<file path="src/rtl/axi_reg_arbiter_pkg.sv">
// Shared types and constants for the AXI4-Lite register-map arbiter.
package axi_arb_pkg;

   typedef enum logic [1:0] {
      IDLE = 2'd0,
      WR   = 2'd1,
      RD   = 2'd2,
      RESP = 2'd3
   } arb_state_e;

   localparam logic [1:0]  AXI_RESP_OKAY = 2'b00;
   localparam logic [31:0] RDATA_RESET   = 32'hDEADDEAD;
   localparam logic [3:0]  WSTRB_ALL     = 4'hF;

   // Index width that stays legal for a single requester.
   function automatic int idx_width(input int n);
      return (n > 1) ? $clog2(n) : 1;
   endfunction

endpackage

</file>
<file path="src/rtl/axi_reg_arbiter_if.sv">
// Requester-side and AXI4-Lite master signals of the arbiter, grouped in one bundle.
interface axi_reg_arbiter_if #(
   parameter int NUM_REQ    = 2,
   parameter int ADDR_WIDTH = 32,
   parameter int DATA_WIDTH = 32
);
   logic [NUM_REQ-1:0]            req_valid;
   logic [NUM_REQ-1:0]            req_we;
   logic [NUM_REQ*ADDR_WIDTH-1:0] req_addr;
   logic [NUM_REQ*DATA_WIDTH-1:0] req_wdata;
   logic [NUM_REQ-1:0]            req_ready;
   logic [NUM_REQ-1:0]            rsp_valid;
   logic [DATA_WIDTH-1:0]         rsp_rdata;
   logic                          rsp_err;

   logic [ADDR_WIDTH-1:0] m_axi_awaddr;
   logic                  m_axi_awvalid;
   logic                  m_axi_awready;
   logic [DATA_WIDTH-1:0] m_axi_wdata;
   logic [3:0]            m_axi_wstrb;
   logic                  m_axi_wvalid;
   logic                  m_axi_wready;
   logic                  m_axi_bvalid;
   logic                  m_axi_bready;
   logic [1:0]            m_axi_bresp;
   logic [ADDR_WIDTH-1:0] m_axi_araddr;
   logic                  m_axi_arvalid;
   logic                  m_axi_arready;
   logic [DATA_WIDTH-1:0] m_axi_rdata;
   logic                  m_axi_rvalid;
   logic                  m_axi_rready;
   logic [1:0]            m_axi_rresp;

   // Arbiter side: consumes requests, drives the AXI master channels.
   modport master (
      input  req_valid, req_we, req_addr, req_wdata,
      output req_ready, rsp_valid, rsp_rdata, rsp_err,
      output m_axi_awaddr, m_axi_awvalid, m_axi_wdata, m_axi_wstrb, m_axi_wvalid,
      output m_axi_bready, m_axi_araddr, m_axi_arvalid, m_axi_rready,
      input  m_axi_awready, m_axi_wready, m_axi_bvalid, m_axi_bresp,
      input  m_axi_arready, m_axi_rdata, m_axi_rvalid, m_axi_rresp
   );

   // Environment side: requesters plus the register-map slave.
   modport slave (
      output req_valid, req_we, req_addr, req_wdata,
      input  req_ready, rsp_valid, rsp_rdata, rsp_err,
      input  m_axi_awaddr, m_axi_awvalid, m_axi_wdata, m_axi_wstrb, m_axi_wvalid,
      input  m_axi_bready, m_axi_araddr, m_axi_arvalid, m_axi_rready,
      output m_axi_awready, m_axi_wready, m_axi_bvalid, m_axi_bresp,
      output m_axi_arready, m_axi_rdata, m_axi_rvalid, m_axi_rresp
   );

endinterface

</file>
<file path="src/rtl/axi_reg_arbiter_rr_grant.sv">
// Combinational round-robin picker: first set request above last_grant, with wrap-around.
module rr_grant
   import axi_arb_pkg::*;
#(
   parameter int NUM_REQ = 2,
   parameter int IDX_W   = idx_width(NUM_REQ)
) (
   input  logic [NUM_REQ-1:0] req,
   input  logic [IDX_W-1:0]   last_grant,
   output logic [NUM_REQ-1:0] gnt,
   output logic [IDX_W-1:0]   gnt_idx,
   output logic               gnt_any
);

   int             cand;
   logic [IDX_W-1:0] cand_idx;

   always_comb begin
      gnt      = '0;
      gnt_idx  = '0;
      gnt_any  = 1'b0;
      cand     = 0;
      cand_idx = '0;
      for (int off = 1; off <= NUM_REQ; off++) begin
         cand = int'(last_grant) + off;
         if (cand >= NUM_REQ) cand = cand - NUM_REQ;
         cand_idx = IDX_W'(cand);
         if (!gnt_any && req[cand_idx]) begin
            gnt_any       = 1'b1;
            gnt_idx       = cand_idx;
            gnt[cand_idx] = 1'b1;
         end
      end
   end

endmodule

</file>
<file path="src/rtl/axi_reg_arbiter.sv">
// Round-robin arbiter sharing one AXI4-Lite slave between NUM_REQ single-beat requesters.
// Optional slave timeout is compiled in with `define AXI_ARB_TIMEOUT_EN.
//
// state | meaning
// IDLE  | waiting for any req_valid; grants and registers the winner
// WR    | AW and W issued independently, waiting for the B handshake
// RD    | AR issued, waiting for the R handshake
// RESP  | one-cycle rsp_valid pulse to the granted requester
module axi_reg_arbiter
   import axi_arb_pkg::*;
#(
   parameter int NUM_REQ        = 2,
   parameter int ADDR_WIDTH     = 32,
   parameter int DATA_WIDTH     = 32,
   parameter int TIMEOUT_CYCLES = 256
) (
   input logic                clk,
   input logic                reset,
   axi_reg_arbiter_if.master  bus
);

   localparam int IDX_W = idx_width(NUM_REQ);
   localparam int TMR_W = $clog2(TIMEOUT_CYCLES) + 1;

   arb_state_e            state_q, state_d;
   logic [IDX_W-1:0]      last_grant_q, last_grant_d;
   logic [IDX_W-1:0]      gnt_idx_q, gnt_idx_d;
   logic [ADDR_WIDTH-1:0] addr_q, addr_d;
   logic [DATA_WIDTH-1:0] wdata_q, wdata_d;
   logic [DATA_WIDTH-1:0] rdata_q, rdata_d;
   logic                  err_q, err_d;
   logic                  aw_pend_q, aw_pend_d;
   logic                  w_pend_q, w_pend_d;
   logic                  ar_pend_q, ar_pend_d;
   logic [NUM_REQ-1:0]    req_ready_q, req_ready_d;

   logic [NUM_REQ-1:0]    pick_gnt;
   logic [IDX_W-1:0]      pick_idx;
   logic                  pick_any;
   logic                  bready, rready;
   logic                  aw_hs, w_hs, ar_hs, b_hs, r_hs;
   logic                  timeout;

   rr_grant #(
      .NUM_REQ (NUM_REQ),
      .IDX_W   (IDX_W)
   ) u_rr_grant (
      .req        (bus.req_valid),
      .last_grant (last_grant_q),
      .gnt        (pick_gnt),
      .gnt_idx    (pick_idx),
      .gnt_any    (pick_any)
   );

   // B may complete together with the W handshake, never ahead of it.
   assign bready = (state_q == WR) && (!w_pend_q || bus.m_axi_wready);
   assign rready = (state_q == RD);
   assign aw_hs  = aw_pend_q && bus.m_axi_awready;
   assign w_hs   = w_pend_q && bus.m_axi_wready;
   assign ar_hs  = ar_pend_q && bus.m_axi_arready;
   assign b_hs   = bus.m_axi_bvalid && bready;
   assign r_hs   = bus.m_axi_rvalid && rready;

`ifdef AXI_ARB_TIMEOUT_EN
   logic [TMR_W-1:0] timer_q, timer_d;
   logic             busy;

   assign busy    = (state_q == WR) || (state_q == RD);
   assign timer_d = busy ? timer_q + TMR_W'(1) : '0;
   assign timeout = busy && (timer_q == TMR_W'(TIMEOUT_CYCLES - 1));

   always_ff @(posedge clk or posedge reset) begin
      if (reset) timer_q <= '0;
      else       timer_q <= timer_d;
   end
`else
   logic [TMR_W-1:0] unused_timer;
   assign unused_timer = '0;
   assign timeout      = 1'b0;
`endif

   always_comb begin
      state_d      = state_q;
      last_grant_d = last_grant_q;
      gnt_idx_d    = gnt_idx_q;
      addr_d       = addr_q;
      wdata_d      = wdata_q;
      rdata_d      = rdata_q;
      err_d        = err_q;
      aw_pend_d    = aw_pend_q;
      w_pend_d     = w_pend_q;
      ar_pend_d    = ar_pend_q;
      req_ready_d  = '0;
      case (state_q)
         IDLE: begin
            if (pick_any) begin
               last_grant_d = pick_idx;
               gnt_idx_d    = pick_idx;
               addr_d       = bus.req_addr[int'(pick_idx)*ADDR_WIDTH +: ADDR_WIDTH];
               wdata_d      = bus.req_wdata[int'(pick_idx)*DATA_WIDTH +: DATA_WIDTH];
               req_ready_d  = pick_gnt;
               if (bus.req_we[pick_idx]) begin
                  state_d   = WR;
                  aw_pend_d = 1'b1;
                  w_pend_d  = 1'b1;
               end else begin
                  state_d   = RD;
                  ar_pend_d = 1'b1;
               end
            end
         end
         WR: begin
            if (aw_hs) aw_pend_d = 1'b0;
            if (w_hs)  w_pend_d  = 1'b0;
            if (b_hs) begin
               err_d     = (bus.m_axi_bresp != AXI_RESP_OKAY);
               aw_pend_d = 1'b0;
               w_pend_d  = 1'b0;
               state_d   = RESP;
            end else if (timeout) begin
               err_d     = 1'b1;
               rdata_d   = DATA_WIDTH'(RDATA_RESET);
               aw_pend_d = 1'b0;
               w_pend_d  = 1'b0;
               state_d   = RESP;
            end
         end
         RD: begin
            if (ar_hs) ar_pend_d = 1'b0;
            if (r_hs) begin
               rdata_d   = bus.m_axi_rdata;
               err_d     = (bus.m_axi_rresp != AXI_RESP_OKAY);
               ar_pend_d = 1'b0;
               state_d   = RESP;
            end else if (timeout) begin
               err_d     = 1'b1;
               rdata_d   = DATA_WIDTH'(RDATA_RESET);
               ar_pend_d = 1'b0;
               state_d   = RESP;
            end
         end
         RESP:    state_d = IDLE;
         default: state_d = IDLE;
      endcase
   end

   always_ff @(posedge clk or posedge reset) begin
      if (reset) begin
         state_q      <= IDLE;
         last_grant_q <= IDX_W'(NUM_REQ - 1);
         gnt_idx_q    <= '0;
         addr_q       <= '0;
         wdata_q      <= '0;
         rdata_q      <= DATA_WIDTH'(RDATA_RESET);
         err_q        <= 1'b0;
         aw_pend_q    <= 1'b0;
         w_pend_q     <= 1'b0;
         ar_pend_q    <= 1'b0;
         req_ready_q  <= '0;
      end else begin
         state_q      <= state_d;
         last_grant_q <= last_grant_d;
         gnt_idx_q    <= gnt_idx_d;
         addr_q       <= addr_d;
         wdata_q      <= wdata_d;
         rdata_q      <= rdata_d;
         err_q        <= err_d;
         aw_pend_q    <= aw_pend_d;
         w_pend_q     <= w_pend_d;
         ar_pend_q    <= ar_pend_d;
         req_ready_q  <= req_ready_d;
      end
   end

   assign bus.req_ready     = req_ready_q;
   assign bus.rsp_valid     = (state_q == RESP) ? (NUM_REQ'(1) << gnt_idx_q) : '0;
   assign bus.rsp_rdata     = rdata_q;
   assign bus.rsp_err       = err_q;
   assign bus.m_axi_awaddr  = addr_q;
   assign bus.m_axi_awvalid = aw_pend_q;
   assign bus.m_axi_wdata   = wdata_q;
   assign bus.m_axi_wstrb   = (state_q == WR) ? WSTRB_ALL : '0;
   assign bus.m_axi_wvalid  = w_pend_q;
   assign bus.m_axi_bready  = bready;
   assign bus.m_axi_araddr  = addr_q;
   assign bus.m_axi_arvalid = ar_pend_q;
   assign bus.m_axi_rready  = rready;

endmodule

</file>
<file path="src/flat_wrapper.sv">
// flat-port wrapper written by rule: the top's interface ports become plain ports
module axi_reg_arbiter_flat import axi_arb_pkg::*;
#(
   parameter int NUM_REQ        = 2,
   parameter int ADDR_WIDTH     = 32,
   parameter int DATA_WIDTH     = 32,
   parameter int TIMEOUT_CYCLES = 256
)
  (clk, reset, bus_req_valid, bus_req_we, bus_req_addr, bus_req_wdata, bus_req_ready, bus_rsp_valid, bus_rsp_rdata, bus_rsp_err, bus_m_axi_awaddr, bus_m_axi_awvalid, bus_m_axi_wdata, bus_m_axi_wstrb, bus_m_axi_wvalid, bus_m_axi_bready, bus_m_axi_araddr, bus_m_axi_arvalid, bus_m_axi_rready, bus_m_axi_awready, bus_m_axi_wready, bus_m_axi_bvalid, bus_m_axi_bresp, bus_m_axi_arready, bus_m_axi_rdata, bus_m_axi_rvalid, bus_m_axi_rresp);
  axi_reg_arbiter_if #(.NUM_REQ(NUM_REQ), .ADDR_WIDTH(ADDR_WIDTH), .DATA_WIDTH(DATA_WIDTH)) bus_i ();
  input logic clk;
  input logic reset;
  input wire logic [$bits(bus_i.req_valid)-1:0] bus_req_valid;
  input wire logic [$bits(bus_i.req_we)-1:0] bus_req_we;
  input wire logic [$bits(bus_i.req_addr)-1:0] bus_req_addr;
  input wire logic [$bits(bus_i.req_wdata)-1:0] bus_req_wdata;
  output wire logic [$bits(bus_i.req_ready)-1:0] bus_req_ready;
  output wire logic [$bits(bus_i.rsp_valid)-1:0] bus_rsp_valid;
  output wire logic [$bits(bus_i.rsp_rdata)-1:0] bus_rsp_rdata;
  output wire logic [$bits(bus_i.rsp_err)-1:0] bus_rsp_err;
  output wire logic [$bits(bus_i.m_axi_awaddr)-1:0] bus_m_axi_awaddr;
  output wire logic [$bits(bus_i.m_axi_awvalid)-1:0] bus_m_axi_awvalid;
  output wire logic [$bits(bus_i.m_axi_wdata)-1:0] bus_m_axi_wdata;
  output wire logic [$bits(bus_i.m_axi_wstrb)-1:0] bus_m_axi_wstrb;
  output wire logic [$bits(bus_i.m_axi_wvalid)-1:0] bus_m_axi_wvalid;
  output wire logic [$bits(bus_i.m_axi_bready)-1:0] bus_m_axi_bready;
  output wire logic [$bits(bus_i.m_axi_araddr)-1:0] bus_m_axi_araddr;
  output wire logic [$bits(bus_i.m_axi_arvalid)-1:0] bus_m_axi_arvalid;
  output wire logic [$bits(bus_i.m_axi_rready)-1:0] bus_m_axi_rready;
  input wire logic [$bits(bus_i.m_axi_awready)-1:0] bus_m_axi_awready;
  input wire logic [$bits(bus_i.m_axi_wready)-1:0] bus_m_axi_wready;
  input wire logic [$bits(bus_i.m_axi_bvalid)-1:0] bus_m_axi_bvalid;
  input wire logic [$bits(bus_i.m_axi_bresp)-1:0] bus_m_axi_bresp;
  input wire logic [$bits(bus_i.m_axi_arready)-1:0] bus_m_axi_arready;
  input wire logic [$bits(bus_i.m_axi_rdata)-1:0] bus_m_axi_rdata;
  input wire logic [$bits(bus_i.m_axi_rvalid)-1:0] bus_m_axi_rvalid;
  input wire logic [$bits(bus_i.m_axi_rresp)-1:0] bus_m_axi_rresp;
  assign bus_i.req_valid = bus_req_valid;
  assign bus_i.req_we = bus_req_we;
  assign bus_i.req_addr = bus_req_addr;
  assign bus_i.req_wdata = bus_req_wdata;
  assign bus_req_ready = bus_i.req_ready;
  assign bus_rsp_valid = bus_i.rsp_valid;
  assign bus_rsp_rdata = bus_i.rsp_rdata;
  assign bus_rsp_err = bus_i.rsp_err;
  assign bus_m_axi_awaddr = bus_i.m_axi_awaddr;
  assign bus_m_axi_awvalid = bus_i.m_axi_awvalid;
  assign bus_m_axi_wdata = bus_i.m_axi_wdata;
  assign bus_m_axi_wstrb = bus_i.m_axi_wstrb;
  assign bus_m_axi_wvalid = bus_i.m_axi_wvalid;
  assign bus_m_axi_bready = bus_i.m_axi_bready;
  assign bus_m_axi_araddr = bus_i.m_axi_araddr;
  assign bus_m_axi_arvalid = bus_i.m_axi_arvalid;
  assign bus_m_axi_rready = bus_i.m_axi_rready;
  assign bus_i.m_axi_awready = bus_m_axi_awready;
  assign bus_i.m_axi_wready = bus_m_axi_wready;
  assign bus_i.m_axi_bvalid = bus_m_axi_bvalid;
  assign bus_i.m_axi_bresp = bus_m_axi_bresp;
  assign bus_i.m_axi_arready = bus_m_axi_arready;
  assign bus_i.m_axi_rdata = bus_m_axi_rdata;
  assign bus_i.m_axi_rvalid = bus_m_axi_rvalid;
  assign bus_i.m_axi_rresp = bus_m_axi_rresp;
  axi_reg_arbiter #(.NUM_REQ(NUM_REQ), .ADDR_WIDTH(ADDR_WIDTH), .DATA_WIDTH(DATA_WIDTH), .TIMEOUT_CYCLES(TIMEOUT_CYCLES)) u_core (.clk(clk), .reset(reset), .bus(bus_i));
endmodule
</file>
<file path="config.mk">
export PLATFORM = sky130hd
export DESIGN_NAME = axi_reg_arbiter_flat
export DESIGN_NICKNAME = d
export VERILOG_FILES = /design/src/rtl/axi_reg_arbiter_pkg.sv /design/src/rtl/axi_reg_arbiter_if.sv /design/src/rtl/axi_reg_arbiter_rr_grant.sv /design/src/rtl/axi_reg_arbiter.sv /design/src/flat_wrapper.sv
export SDC_FILE = /design/constraint.sdc
export NUM_CORES = 1
export LEC_CHECK = 0
export ABC_AREA = 1
export BUFFER_PORTS_ARGS = -buffer_cell sky130_fd_sc_hd__buf_2
export CAP_MARGIN = 15
export CELL_PAD_IN_SITES_DETAIL_PLACEMENT = 0
export CELL_PAD_IN_SITES_GLOBAL_PLACEMENT = 2
export CORE_UTILIZATION = 26
export DETAILED_ROUTE_END_ITERATION = 16
export GPL_TIMING_DRIVEN = 0
export PLACE_DENSITY = 0.95
export SYNTH_ARGS = -nofsm -noshare
export SYNTH_HDL_FRONTEND = slang
export SYNTH_SLANG_ARGS = --single-unit
export TNS_END_PERCENT = 10
</file>
<file path="constraint.sdc">
create_clock -name clk -period 11.13 [get_ports clk]
set_clock_uncertainty 0.05 [all_clocks]
set_input_delay 2.226 -clock clk [delete_from_list [all_inputs] [get_ports clk]]
set_output_delay 2.226 -clock clk [all_outputs]
set_load 0.02 [all_outputs]
</file>
Word-level counts from Yosys, hierarchy flattened --
Cells that the tools add are included.
Word-level totals: word-level logic and storage cells 105, register bits after elaboration 106, output and inout port bits 142, input bits 175
Cells by class: shift operators 3, reduce and logical (&&, ||, !) cells 25, mux-type cells 43, equality and inequality tests 11, order comparisons 7, add/sub/neg operators 4, bitwise operators 1
Operator list (count):
- $shiftx 64x7->32 | 2
- $mux 1 | 26
- $mux 2 | 9
- $reduce_and 4->1 | 3
- $reduce_bool 2->1 | 5
- $logic_and 1x1->1 | 9
- $pmux 1 s2 | 4
- $pmux 2 s4 | 1
- $lt 1x2->1 const B | 3
- $ne 2x1->1 const B | 3
- $ne 3x1->1 const B | 2
- $reduce_and 3->1 | 2
- $eq 2x2->1 const B | 2
- $mux 4 | 1
- $ne 2x2->1 const B | 2
- $reduce_and 2->1 | 2
- $add 1x2->3 const B | 1
- $ge 3x2->1 const B | 1
- $ne 3x3->1 const B | 1
- $add 1x1->2 const B | 1
- $demux 1 s1 | 2
- $eq 2x1->1 const B | 1
- $ge 1x1->1 const B | 2
- $ge 2x2->1 const B | 1
- 6 further kinds | 8

Longest topological paths before layout --
Gate-level depths: netlist of run 1.
word-level depth 14, depth in mapped cells 10, mapped depth without buffers 9

Cells and area by module --
From an unflattened synthesis of run 1, not the netlist that was laid out.
Second synthesis, totals: cells, all modules 548, area, all modules 5321.4 um^2
Modules (own cells, without submodules):
- axi_reg_arbiter | area an instance 5291.3 um^2, instances 1, cells an instance 541
- rr_grant | area an instance 30.0 um^2, instances 1, cells an instance 7

Least setup slack after synthesis of run 1 --
No wires, ideal clock.
path kind in2out, start point in bus_m_axi_wready, end point out bus_m_axi_bready, data arrival time 2.541 ns, stages 4, setup slack 6.313 ns, data required time 8.854 ns, cell sequence inv_1 -> nand2_1 -> nand2_1 -> inv_1
On the way: longest elaborated chain between the ends 2
Ends and longest elaborated chain:
- start, declared | line flat_wrapper.sv:31 | input wire logic [$bits(bus_i.m_axi_wready)-1:0] bus_m_axi_wready;
- $logic_or 1x1->1 | line axi_reg_arbiter.sv:56 | assign bready = (state_q == WR) && (!w_pend_q || bus.m_axi_wready);
- $logic_and 1x1->1 | line axi_reg_arbiter.sv:56
- end, declared | line flat_wrapper.sv:26 | output wire logic [$bits(bus_i.m_axi_bready)-1:0] bus_m_axi_bready;
Every way passes these cells.

Worst setup path after layout of run 1 --
Ends and elaborated chain as after synthesis.

==> flow_metrics.py, run 1 <==
metrics = {
    "worst_setup_path": {
        "regToRegStartpoint": "u_core.state_q[0]$_DFFE_PP0P_",
        "worstPathCellList": "buf_2 -> inv_1 -> nand2_1 -> nand2_1 -> inv_1 -> buf_2",
        "cp_data_required_time_ns": 8.85,
        "cp_slowest_cell": "buf_2",
        "end_kind": "primary output",
        "cp_max_fo": 3,
        "cp_top_family": "buffers and inverters",
        "r2r_end": "u_core.bus.rsp_rdata[13]$_DFFE_PP0P_",
        "path_buf_inv": 4,
        "startpoint_type": "input port",
        "worst_r2r_path_depth": 5,
        "cp_slowest_stage_delay_ns": 0.15,
        "cp.arrival_ns": 2.71,
        "worstSetupPathType": "input port to primary output",
        "rrSetupSlack_ns": 9.14,
    },
    "timing": {
        "tightest_slew_ns": 0.710,
        "finalSetupViolCount": 0,
        "fin_crit_ns": 4.99,
        "finalHoldViolCount": 0,
        "finalHoldWorstSlack_ns": 0.425,
        "max_freq_mhz": 200,
        "slew_violations": 0,
        "tns_ns": 0,
        "rsz0062_at_grt": "false",
        "max_slew_margin_pct": 52.7,
        "period_share_pct": 44.8,
    },
    "clock_network": {
        "cts_sinks": 106,
        "htree_levels": 3,
        "cts_buffer_depth": 2,
        "root_buffer": "clkbuf_16",
        "post_cts_buffers": 0,
        "cts_tree": "yes",
        "cts_resized": 0,
        "ctsHoldBuffers": 0,
        "clock_latency_ns": 0.34,
        "cts_buffers": 9,
        "path_clk_slew_ns": 0.08,
    },
    "drt": {
        "wirelength_um": 17200,
        "drt_pre_antenna_iters": 4,
        "ant_nets": 0,
        "viasPerCell": 4.30,
        "initialDrtViolationCount": 172,
        "dr_total_vias": 4947,
        "wl_per_cell_um": 15.0,
        "drc": 0,
    },
    "logic_synthesis": {
        "yosysTopAreaCell": "dfrtp_1",
        "synth_area_um2": 5260,
        "ys_seq_area_share_pct": 51.0,
        "synth.area.top_cells": "dfrtp_1, nand2_1, dfstp_2",
        "yosysTopAreaCellShare_pct": 39.5,
        "ys_seq_elements": 106,
        "ys_warn_count": 0,
        "syn_area_per_cell_um2": 9.55,
        "synth_fp_nets": 731,
        "syn_inst": 551,
        "yosysUniqueCellTypes": 25,
    },
    "power": {
        "p_leak_nw": 4.05,
        "powerDensity_nw_per_um2": 316,
        "ir_drop_v": 0.000120,
    },
    "finish": {
        "fillerInstances": 2075,
        "fin_util_pct": 38.2,
        "regArea_um2": 2680,
        "fin_nets": 1059,
        "drive_gt1_share_pct": 55.3,
        "areaGrowthSynthToFinish_pct": 42.7,
        "multi_input_area_um2": 2080,
    },
    "floorplan": {
        "die_h_um": 144,
        "fp.dieW_um": 144,
        "rows": 51,
        "initial_core_util_pct": 26.8,
        "pin_count": 317,
        "core_area_um2": 19700,
        "die_area_um2": 20800,
    },
    "status": {
        "status": "completed",
    },
    "grt": {
        "overflow": 0,
        "antenna_found_initial": 0,
        "grt_pass1_vias": 4543,
        "grt_max_degree": 55,
        "grt_first_pass_wirelength_um": 25000,
        "groute.usage.overall_pct": 16.1,
    },
    "hold_path": {
        "hold_end": "u_core.bus.m_axi_wdata[21]$_DFFE_PP0P_",
        "worstHoldStart": "u_core.bus.m_axi_wdata[21]$_DFFE_PP0P_",
        "holdPathStages": 2,
        "hold_class": "register to register",
    },
    "job": {
        "max-cap-violations": 0,
    },
    "placed_design": {
        "place_hpwl_um": 13400,
        "port_buffers": 316,
        "place_congestion": 0.767,
    },
}
## tightest hold or removal path, cell delays in order (launching register included)
cell and delay, ns:
dfrtp_1 0.34, nand2_1 0.05, nand2_1 0.05
## cell type report
cell class                      count  share of cell area [%]
Sequential cell                   106                    35.7
Multi-Input combinational cell    362                    27.7
Timing Repair Buffer              317                    21.4
Buffer                             64                    5.65
Tap cell                          265                    4.41
Clock buffer                        9                    3.00
Clock inverter                      7                    1.03
Inverter                           19                    1.02
Antenna cell                        1                  0.0333
## placed cells by master (no fill, tap or decap), types with 3 or more instances in the layout
master / instances
nand2_2: 3
o21ai_0: 3
or2_1: 30
clkbuf_16: 9
nand3_1: 10
o211ai_1: 64
mux2_2: 32
dfrtp_1: 83
buf_2: 331
nor2_1: 7
buf_4: 42
inv_1: 14
dfstp_2: 23
clkbuf_1: 6
ha_1: 5
nand2_1: 168
inv_6: 3
or2_2: 35
## worst max-delay path by stage
stage / startpoint / endpoint / cells after the start
CTS: bus_m_axi_wready / bus_m_axi_bready / 6
finish: bus_m_axi_wready / bus_m_axi_bready / 6
global route: bus_m_axi_wready / bus_m_axi_bready / 6
global placement: reset / u_core.bus.rsp_rdata[17]$_DFFE_PP0P_ / 2
floorplan: reset / u_core.bus.m_axi_araddr[0]$_DFFE_PP0P_ / 1
detailed placement: bus_m_axi_wready / bus_m_axi_bready / 6
## cells by family (layout without fill, tap and decap cells)
logic type / after synthesis / after routing / synth area share, %
AOI/OAI and AO/OA: 69 / 69 / 9.61
adders and majority gates: 5 / 5 / 1.19
buffers and inverters: 83 / 416 / 9.46
DFF: 106 / 106 / 51.0
muxes: 32 / 32 / 6.85
other: 0 / 1 / 0
and+or+nand+nor: 256 / 256 / 21.9
## flip-flops by register name, summed over array words and instances (netlist names), 2 cells and up
signal and cells:
u_core.bus.m_axi_wdata 32, u_core.bus.rsp_rdata 32, u_core.state_q 2, u_core.bus.req_ready 2, u_core.bus.m_axi_araddr 32
## per-layer routing
metal / GRT usage [%] / vias to the layer above / routed length, um
li1: - / 2434 / -
met1: 20.0 / 2299 / 7340
met2: 27.8 / 209 / 8450
met3: 4.37 / 5 / 1340
met4: 3.60 / 0 / 95
met5: 0 / - / 0
## metrics by stage
stage | power (mW) | setup WS (ns) | instances | area (um2)
after floorplan | 1.62 | 6.10 | 551 | 5260
after global routing | 2.58 | 6.08 | 1149 | 7510
after CTS | 2.42 | 6.14 | 1149 | 7510
final | 2.37 | 6.14 | 1150 | 7510
after detailed placement | 2.07 | 6.14 | 1133 | 7210
after global placement | 2.06 | 4.57 | 1132 | 7180
## cell usage after synthesis
| cell type | instances |
|---|---|
| nand2_1 | 168 |
| dfrtp_1 | 83 |
| o211ai_1 | 64 |
| buf_4 | 42 |
| or2_2 | 35 |
| mux2_2 | 32 |
| or2_1 | 30 |
| dfstp_2 | 23 |
| buf_2 | 15 |
| inv_1 | 15 |
| nand3_1 | 10 |
| nor2_1 | 7 |
| clkbuf_1 | 6 |
| ha_1 | 5 |
| nand2_2 | 3 |
| o21ai_0 | 3 |
| inv_2 | 2 |
| a21oi_1 | 1 |
| buf_6 | 1 |
| clkinv_1 | 1 |
| inv_4 | 1 |
| nand2_4 | 1 |
| nand4_1 | 1 |
| nor3_1 | 1 |
| o21ai_1 | 1 |
## power breakdown
part	switching, mW	internal [mW]
clock network	0.168	0.160
registers	0.127	0.614
logic	0.798	0.507
total	1.09	1.28
Note: power is estimated with default switching activity, not from simulation.
==> run 2: changes to the inputs <==
--- a/config.mk
+++ b/config.mk
@@ -5,15 +5,15 @@
 export SDC_FILE = /design/constraint.sdc
 export NUM_CORES = 1
 export LEC_CHECK = 0
-export ABC_AREA = 1
+export ABC_AREA = 0
 export BUFFER_PORTS_ARGS = -buffer_cell sky130_fd_sc_hd__buf_2
 export CAP_MARGIN = 15
 export CELL_PAD_IN_SITES_DETAIL_PLACEMENT = 0
 export CELL_PAD_IN_SITES_GLOBAL_PLACEMENT = 2
-export CORE_UTILIZATION = 26
+export CORE_UTILIZATION = 22
 export DETAILED_ROUTE_END_ITERATION = 16
 export GPL_TIMING_DRIVEN = 0
-export PLACE_DENSITY = 0.95
+export PLACE_DENSITY = 0.89
 export SYNTH_ARGS = -nofsm -noshare
 export SYNTH_HDL_FRONTEND = slang
 export SYNTH_SLANG_ARGS = --single-unit
==> constraint.sdc (replaced) <==
create_clock -name clk -period 4.44 [get_ports clk]
set_clock_uncertainty 0.05 [all_clocks]
set_input_delay 0.888 -clock clk [delete_from_list [all_inputs] [get_ports clk]]
set_output_delay 0.888 -clock clk [all_outputs]
set_load 0.02 [all_outputs]
==> run 2 against run 1 <==
Effect of this change:
- register-to-register slack worse by 7.0 ns
- critical path type is now register to primary output
- highest routed layer unchanged
- non-clock buffer count decreased by 4
- synthesized cell count down 19%
==> flow_metrics.py, run 2 <==
metrics = {
    "timing": {
        "tns_ns": 0,
        "max_freq_mhz": 396,
        "slew_violations": 0,
        "max_slew_margin_pct": 59.7,
        "fin_crit_ns": 2.52,
        "finalSetupViolCount": 0,
        "rsz0062_at_grt": "false",
        "finalHoldViolCount": 0,
        "period_share_pct": 56.9,
        "tightest_slew_ns": 0.604,
    },
    "placed_design": {
        "dp.cells": 1044,
        "place_congestion": 0.721,
        "dpl_cell_area_um2": 7000,
        "port_buffers": 316,
        "place_hpwl_um": 12500,
    },
    "drt": {
        "viasPerCell": 4.12,
        "dr_total_vias": 4362,
        "wirelength_um": 15800,
        "initialDrtViolationCount": 133,
        "drt_pre_antenna_iters": 4,
        "wl_per_cell_um": 14.9,
        "drc": 0,
        "ant_nets": 0,
    },
    "grt": {
        "grt_first_pass_wirelength_um": 24400,
        "overflow": 0,
        "groute.usage.overall_pct": 13.6,
        "grt_max_degree": 63,
        "antenna_found_initial": 0,
        "grt_pass1_vias": 4359,
    },
    "clock_network": {
        "htree_levels": 3,
        "cts_buffer_depth": 2,
        "root_buffer": "clkbuf_16",
        "path_clk_slew_ns": 0.08,
        "clock_latency_ns": 0.35,
        "ctsHoldBuffers": 0,
        "cts_sinks": 106,
        "post_cts_buffers": 0,
        "cts_resized": 0,
        "cts_buffers": 9,
        "cts_tree": "yes",
    },
    "logic_synthesis": {
        "ys_seq_area_share_pct": 53.3,
        "ys.flop_type": "dfrtp_1",
        "synth.area.top_cells": "dfrtp_1, mux2i_1, dfstp_2",
        "async_flop_share_pct": 100,
        "syn_area_per_cell_um2": 11.3,
        "syn_inst": 447,
        "yosysUniqueCellTypes": 32,
        "synth-edff-count": 0,
        "synthTopCellsByCount": "dfrtp_1, nand2_1, mux2i_1",
        "synth_fp_nets": 627,
        "synth_area_um2": 5030,
        "yosysTopAreaCellShare_pct": 41.3,
        "yosysMostFrequentCell": "dfrtp_1",
        "yosysTopAreaCell": "dfrtp_1",
        "ys_warn_count": 0,
        "ys_seq_elements": 106,
    },
    "power": {
        "swShare_pct": 43.6,
        "powerDensity_nw_per_um2": 751,
        "power_mw": 5.49,
        "p_leak_nw": 3.86,
        "combPwrFrac_pct": 51.8,
        "seqPwrFrac_pct": 32.8,
        "p_sw_mw": 2.39,
        "p_int_mw": 3.09,
        "ir_drop_v": 0.000280,
        "clkPwrFrac_pct": 15.4,
    },
    "worst_setup_path": {
        "cp.arrival_ns": 1.59,
        "worstSetupPathType": "register to primary output",
        "cp_max_fo": 9,
        "cp_slowest_cell": "dfrtp_1",
        "end_kind": "primary output",
        "startpoint_type": "register",
        "cp_slowest_stage_delay_ns": 0.41,
        "cp_data_required_time_ns": 3.50,
        "worstPathCellList": "inv_1 -> ha_1 -> and2_1 -> buf_2",
        "rrSetupSlack_ns": 2.18,
    },
    "floorplan": {
        "rows": 54,
        "pin_count": 317,
        "fp.dieW_um": 153,
        "core_area_um2": 22200,
        "die_h_um": 153,
        "die_area_um2": 23500,
        "initial_core_util_pct": 22.7,
    },
    "hold_path": {
        "hold_class": "register to register",
    },
    "finish": {
        "areaGrowthSynthToFinish_pct": 45.2,
        "fin_nets": 955,
        "drive_gt1_share_pct": 56.8,
        "most-common-layout-cells": "buf_2, dfrtp_1, nand2_1",
        "postLayoutCellArea_um2": 7310,
        "fin_util_pct": 33.0,
        "final_cells": 1060,
        "antenna_cells": 0,
        "final_common_cell": "buf_2",
    },
    "job": {
        "max-cap-violations": 0,
    },
    "status": {
        "status": "completed",
    },
}
==> run 2: changes by cell type after synthesis, sizes merged, moves of 4 or more <==
cell	before	now
inv	18	7
o211ai	64	1
o21ai	4	66
mux2i	0	66
nor2	7	2
nand2b	0	4
nand2	172	71
buf	58	49
or2	65	0
clkbuf	6	11
nand3	10	2
==> run 2: final timing paths <==
kind                                                             start                                endpoint  cells past startpoint
worst max-delay path                     u_core.state_q[1]$_DFFE_PP0P_                        bus_m_axi_bready                      4
worst min-delay path            u_core.bus.m_axi_wdata[16]$_DFFE_PP0P_  u_core.bus.m_axi_wdata[16]$_DFFE_PP0P_                      2
worst max register to register           u_core.state_q[0]$_DFFE_PP0P_   u_core.bus.m_axi_wdata[9]$_DFFE_PP0P_                      9
worst min register to register  u_core.bus.m_axi_wdata[16]$_DFFE_PP0P_  u_core.bus.m_axi_wdata[16]$_DFFE_PP0P_                      2
max in group asynchronous                                        reset         u_core.last_grant_q$_DFFE_PP1P_                      3
min in group asynchronous                                        reset    u_core.bus.rsp_rdata[13]$_DFFE_PP0P_                      2
==> run 2: metrics by stage <==
step / hold slack [ns] / setup slack (ns)
detailed placement: 0.418 / 1.83
global route: 0.467 / 1.77
floorplan: 0.414 / 0.751
CTS: 0.436 / 1.90
finish: 0.433 / 1.92
global placement: 0.411 / -0.667
==> run 2: worst max-delay path, delay by kind of cell, from the launching register on <==
kind / cells / cell delay [ns]
flops: 1 / 0.41
fa+ha+maj: 1 / 0.36
buf+inv: 2 / 0.29
simple gates: 1 / 0.18
==> run 2: logic make-up (layout without fill, tap and decap cells) <==
group / after synthesis / in the layout / share of synthesized area, %
flip-flops: 106 / 106 / 53.3
multiplexers: 100 / 100 / 20.7
AND/OR/NAND/NOR: 88 / 88 / 7.28
AO/OA/AOI/OAI: 81 / 81 / 8.82
buffers and inverters: 67 / 400 / 8.67
adder cells (fa/ha/maj): 5 / 5 / 1.24
==> run 2: cell type report <==
type / count / area [um2]
Timing Repair Buffer: 317 / 1610
Multi-Input combinational cell: 274 / 1920
Inverter: 7 / 28.8
Clock buffer: 9 / 225
Clock inverter: 7 / 86.3
Fill cell: 2311 / 14900
Buffer: 60 / 410
Sequential cell: 106 / 2680
Tap cell: 280 / 350
==> run 2: layer usage <==
layer	global-route usage [%]	vias to the layer above	wire, um
met5	0	-	0
met4	4.18	0	167
met3	3.06	9	1050
met2	23.9	196	7910
met1	16.5	1993	6710
li1	-	2164	-
==> run 2: power groups by stage <==
stage | Clock (mW) | Sequential (mW) | Combinational (mW)
6_report | 0.845 | 1.80 | 2.84
5_1_grt | 0.931 | 1.87 | 3.08
4_1_cts | 0.890 | 1.81 | 2.89
3_5_place_dp | 0 | 1.83 | 2.89
3_3_place_gp | 0 | 1.81 | 2.86
2_1_floorplan | 0 | 2.34 | 1.34
==> run 3: changes to the inputs <==
--- a/config.mk
+++ b/config.mk
@@ -10,10 +10,10 @@
 export CAP_MARGIN = 15
 export CELL_PAD_IN_SITES_DETAIL_PLACEMENT = 0
 export CELL_PAD_IN_SITES_GLOBAL_PLACEMENT = 2
-export CORE_UTILIZATION = 22
+export CORE_UTILIZATION = 24
 export DETAILED_ROUTE_END_ITERATION = 16
 export GPL_TIMING_DRIVEN = 0
-export PLACE_DENSITY = 0.89
+export PLACE_DENSITY = 0.91
 export SYNTH_ARGS = -nofsm -noshare
 export SYNTH_HDL_FRONTEND = slang
 export SYNTH_SLANG_ARGS = --single-unit
==> constraint.sdc (replaced) <==
create_clock -name clk -period 2.58 [get_ports clk]
set_clock_uncertainty 0.05 [all_clocks]
set_input_delay 0.516 -clock clk [delete_from_list [all_inputs] [get_ports clk]]
set_output_delay 0.516 -clock clk [all_outputs]
set_load 0.02 [all_outputs]
==> run 3 against run 2 <==
Effect of this change:
- setup slack worse by 1.5 ns
- utilization up 2.7 points
- via count about the same
- combinational power up 72%
- die area down 8.2%
- non-clock buffer count up 1
- sequential share of layout area up 0.13 points
- flip-flop and latch count unchanged
- final cell count down 0.85%
- total power up 70%
- worst hold slack worse by 0.22 ns
- critical path type unchanged
==> flow_metrics.py, run 3 (synthesis results as in run 2) <==
metrics = {
    "timing": {
        "slew_violations": 0,
        "tightest_slew_ns": 0.669,
        "finalHoldWorstSlack_ns": 0.209,
        "rsz0062_at_grt": "false",
        "period_share_pct": 82.1,
        "finalHoldViolCount": 0,
        "tns_ns": 0,
        "finalSetupViolCount": 0,
        "fin_crit_ns": 2.12,
        "max_freq_mhz": 472,
        "max_slew_margin_pct": 55.3,
    },
    "clock_network": {
        "cts_resized": 0,
        "cts_buffer_depth": 2,
        "root_buffer": "clkbuf_16",
        "cts_buffers": 9,
        "post_cts_buffers": 0,
        "cts_tree": "yes",
        "ctsHoldBuffers": 0,
        "htree_levels": 3,
        "clock_latency_ns": 0.35,
        "path_clk_slew_ns": 0.08,
        "cts_sinks": 106,
    },
    "status": {
        "status": "completed",
    },
    "drt": {
        "viasPerCell": 4.15,
        "dr_total_vias": 4363,
        "drc": 0,
        "drt_pre_antenna_iters": 4,
        "initialDrtViolationCount": 150,
        "wl_per_cell_um": 14.8,
        "wirelength_um": 15600,
        "ant_nets": 0,
    },
    "floorplan": {
        "initial_core_util_pct": 24.6,
        "die_area_um2": 21600,
        "die_h_um": 147,
        "core_area_um2": 20400,
        "pin_count": 317,
        "fp.dieW_um": 147,
        "rows": 52,
    },
    "worst_setup_path": {
        "end_kind": "primary output",
        "rrSetupSlack_ns": 0.46,
        "regToRegStartpoint": "u_core.state_q[0]$_DFFE_PP0P_",
        "startpoint_type": "register",
        "worstSetupPathType": "register to primary output",
        "cp_max_fo": 9,
        "cp.arrival_ns": 1.55,
        "worst_r2r_path_depth": 9,
        "cp_data_required_time_ns": 2.01,
        "r2r_end": "u_core.bus.m_axi_wdata[2]$_DFFE_PP0P_",
    },
    "finish": {
        "antenna_cells": 0,
        "fin_nets": 956,
        "drive_gt1_share_pct": 56.7,
        "most-common-layout-cells": "buf_2, dfrtp_1, nand2_1",
        "areaGrowthSynthToFinish_pct": 44.7,
        "final_common_cell": "buf_2",
    },
    "hold_path": {
        "hold_class": "input port to async pin",
    },
    "power": {
        "power_mw": 9.34,
        "ir_drop_v": 0.000486,
        "p_leak_nw": 3.84,
        "powerDensity_nw_per_um2": 1280,
    },
    "placed_design": {
        "place_congestion": 0.739,
        "port_buffers": 316,
        "place_hpwl_um": 12400,
    },
    "grt": {
        "grt_max_degree": 41,
        "overflow": 0,
        "antenna_found_initial": 0,
        "grt_first_pass_wirelength_um": 23800,
        "grt_pass1_vias": 4298,
        "groute.usage.overall_pct": 14.4,
    },
    "job": {
        "max-cap-violations": 0,
    },
}
-- run 3: changes by cell type in the layout (fill, tap and decap cells not counted), sizes merged --
cell,delta
clkinvlp,+2
clkinv,-2
buf,+1
clkbuf,+1
bufinv,-1
-- run 3: area by class of cell --
type / count / area, um2
Buffer: 60 / 410
Clock buffer: 10 / 229
Clock inverter: 6 / 56.3
Fill cell: 2134 / 13100
Inverter: 7 / 30.0
Multi-Input combinational cell: 274 / 1920
Sequential cell: 106 / 2680
Tap cell: 270 / 338
Timing Repair Buffer: 318 / 1620
-- run 3: power by group --
group          internal (mW)  leakage, nW  total (mW)  switching [mW]
clock network          0.679        0.138        1.36           0.676
logic                   1.95         2.44        4.88            2.93
registers               2.60         1.27        3.10           0.500
-- run 3: how the worst max path moves through the flow --
stage	from	to	slack (ns)	cells after the start
2_1_floorplan	u_core.state_q[0]$_DFFE_PP0P_	u_core.state_q[0]$_DFFE_PP0P_	0.75	6
3_3_place_gp	reset	u_core.state_q[1]$_DFFE_PP0P_	-0.06	2
3_5_place_dp	u_core.state_q[0]$_DFFE_PP0P_	u_core.bus.m_axi_wdata[2]$_DFFE_PP0P_	0.41	9
4_1_cts	u_core.state_q[0]$_DFFE_PP0P_	u_core.bus.m_axi_wdata[2]$_DFFE_PP0P_	0.40	9
5_1_grt	u_core.state_q[0]$_DFFE_PP0P_	u_core.bus.m_axi_araddr[4]$_DFFE_PP0P_	0.22	8
6_report	u_core.state_q[1]$_DFFE_PP0P_	bus_m_axi_bready	0.46	4
-- run 3: per-layer routing --
layer,vias up,global-route usage [%],routed length (um)
li1,2158,-,-
met4,0,4.06,176
met2,176,24.8,7650
met3,15,3.76,998
met5,-,0,0
met1,2014,17.7,6770
-- run 3: through the flow --
step / cells / utilization, % / instance area (um2) / setup WS, ns
2_1_floorplan: 447 / - / 5040 / 0.745
3_3_place_gp: 1033 / 34.1 / 6960 / -0.0645
3_5_place_dp: 1035 / 34.3 / 7000 / 0.405
4_1_cts: 1051 / 35.7 / 7280 / 0.400
5_1_grt: 1051 / 35.7 / 7280 / 0.216
6_report: 1051 / 35.7 / 7280 / 0.461
-- run 3: worst max-delay path, stage by stage (launching register included) --
cell	delay [ns]
dfrtp_1	0.40
inv_1	0.13
ha_1	0.34
and2_1	0.17
buf_2	0.15
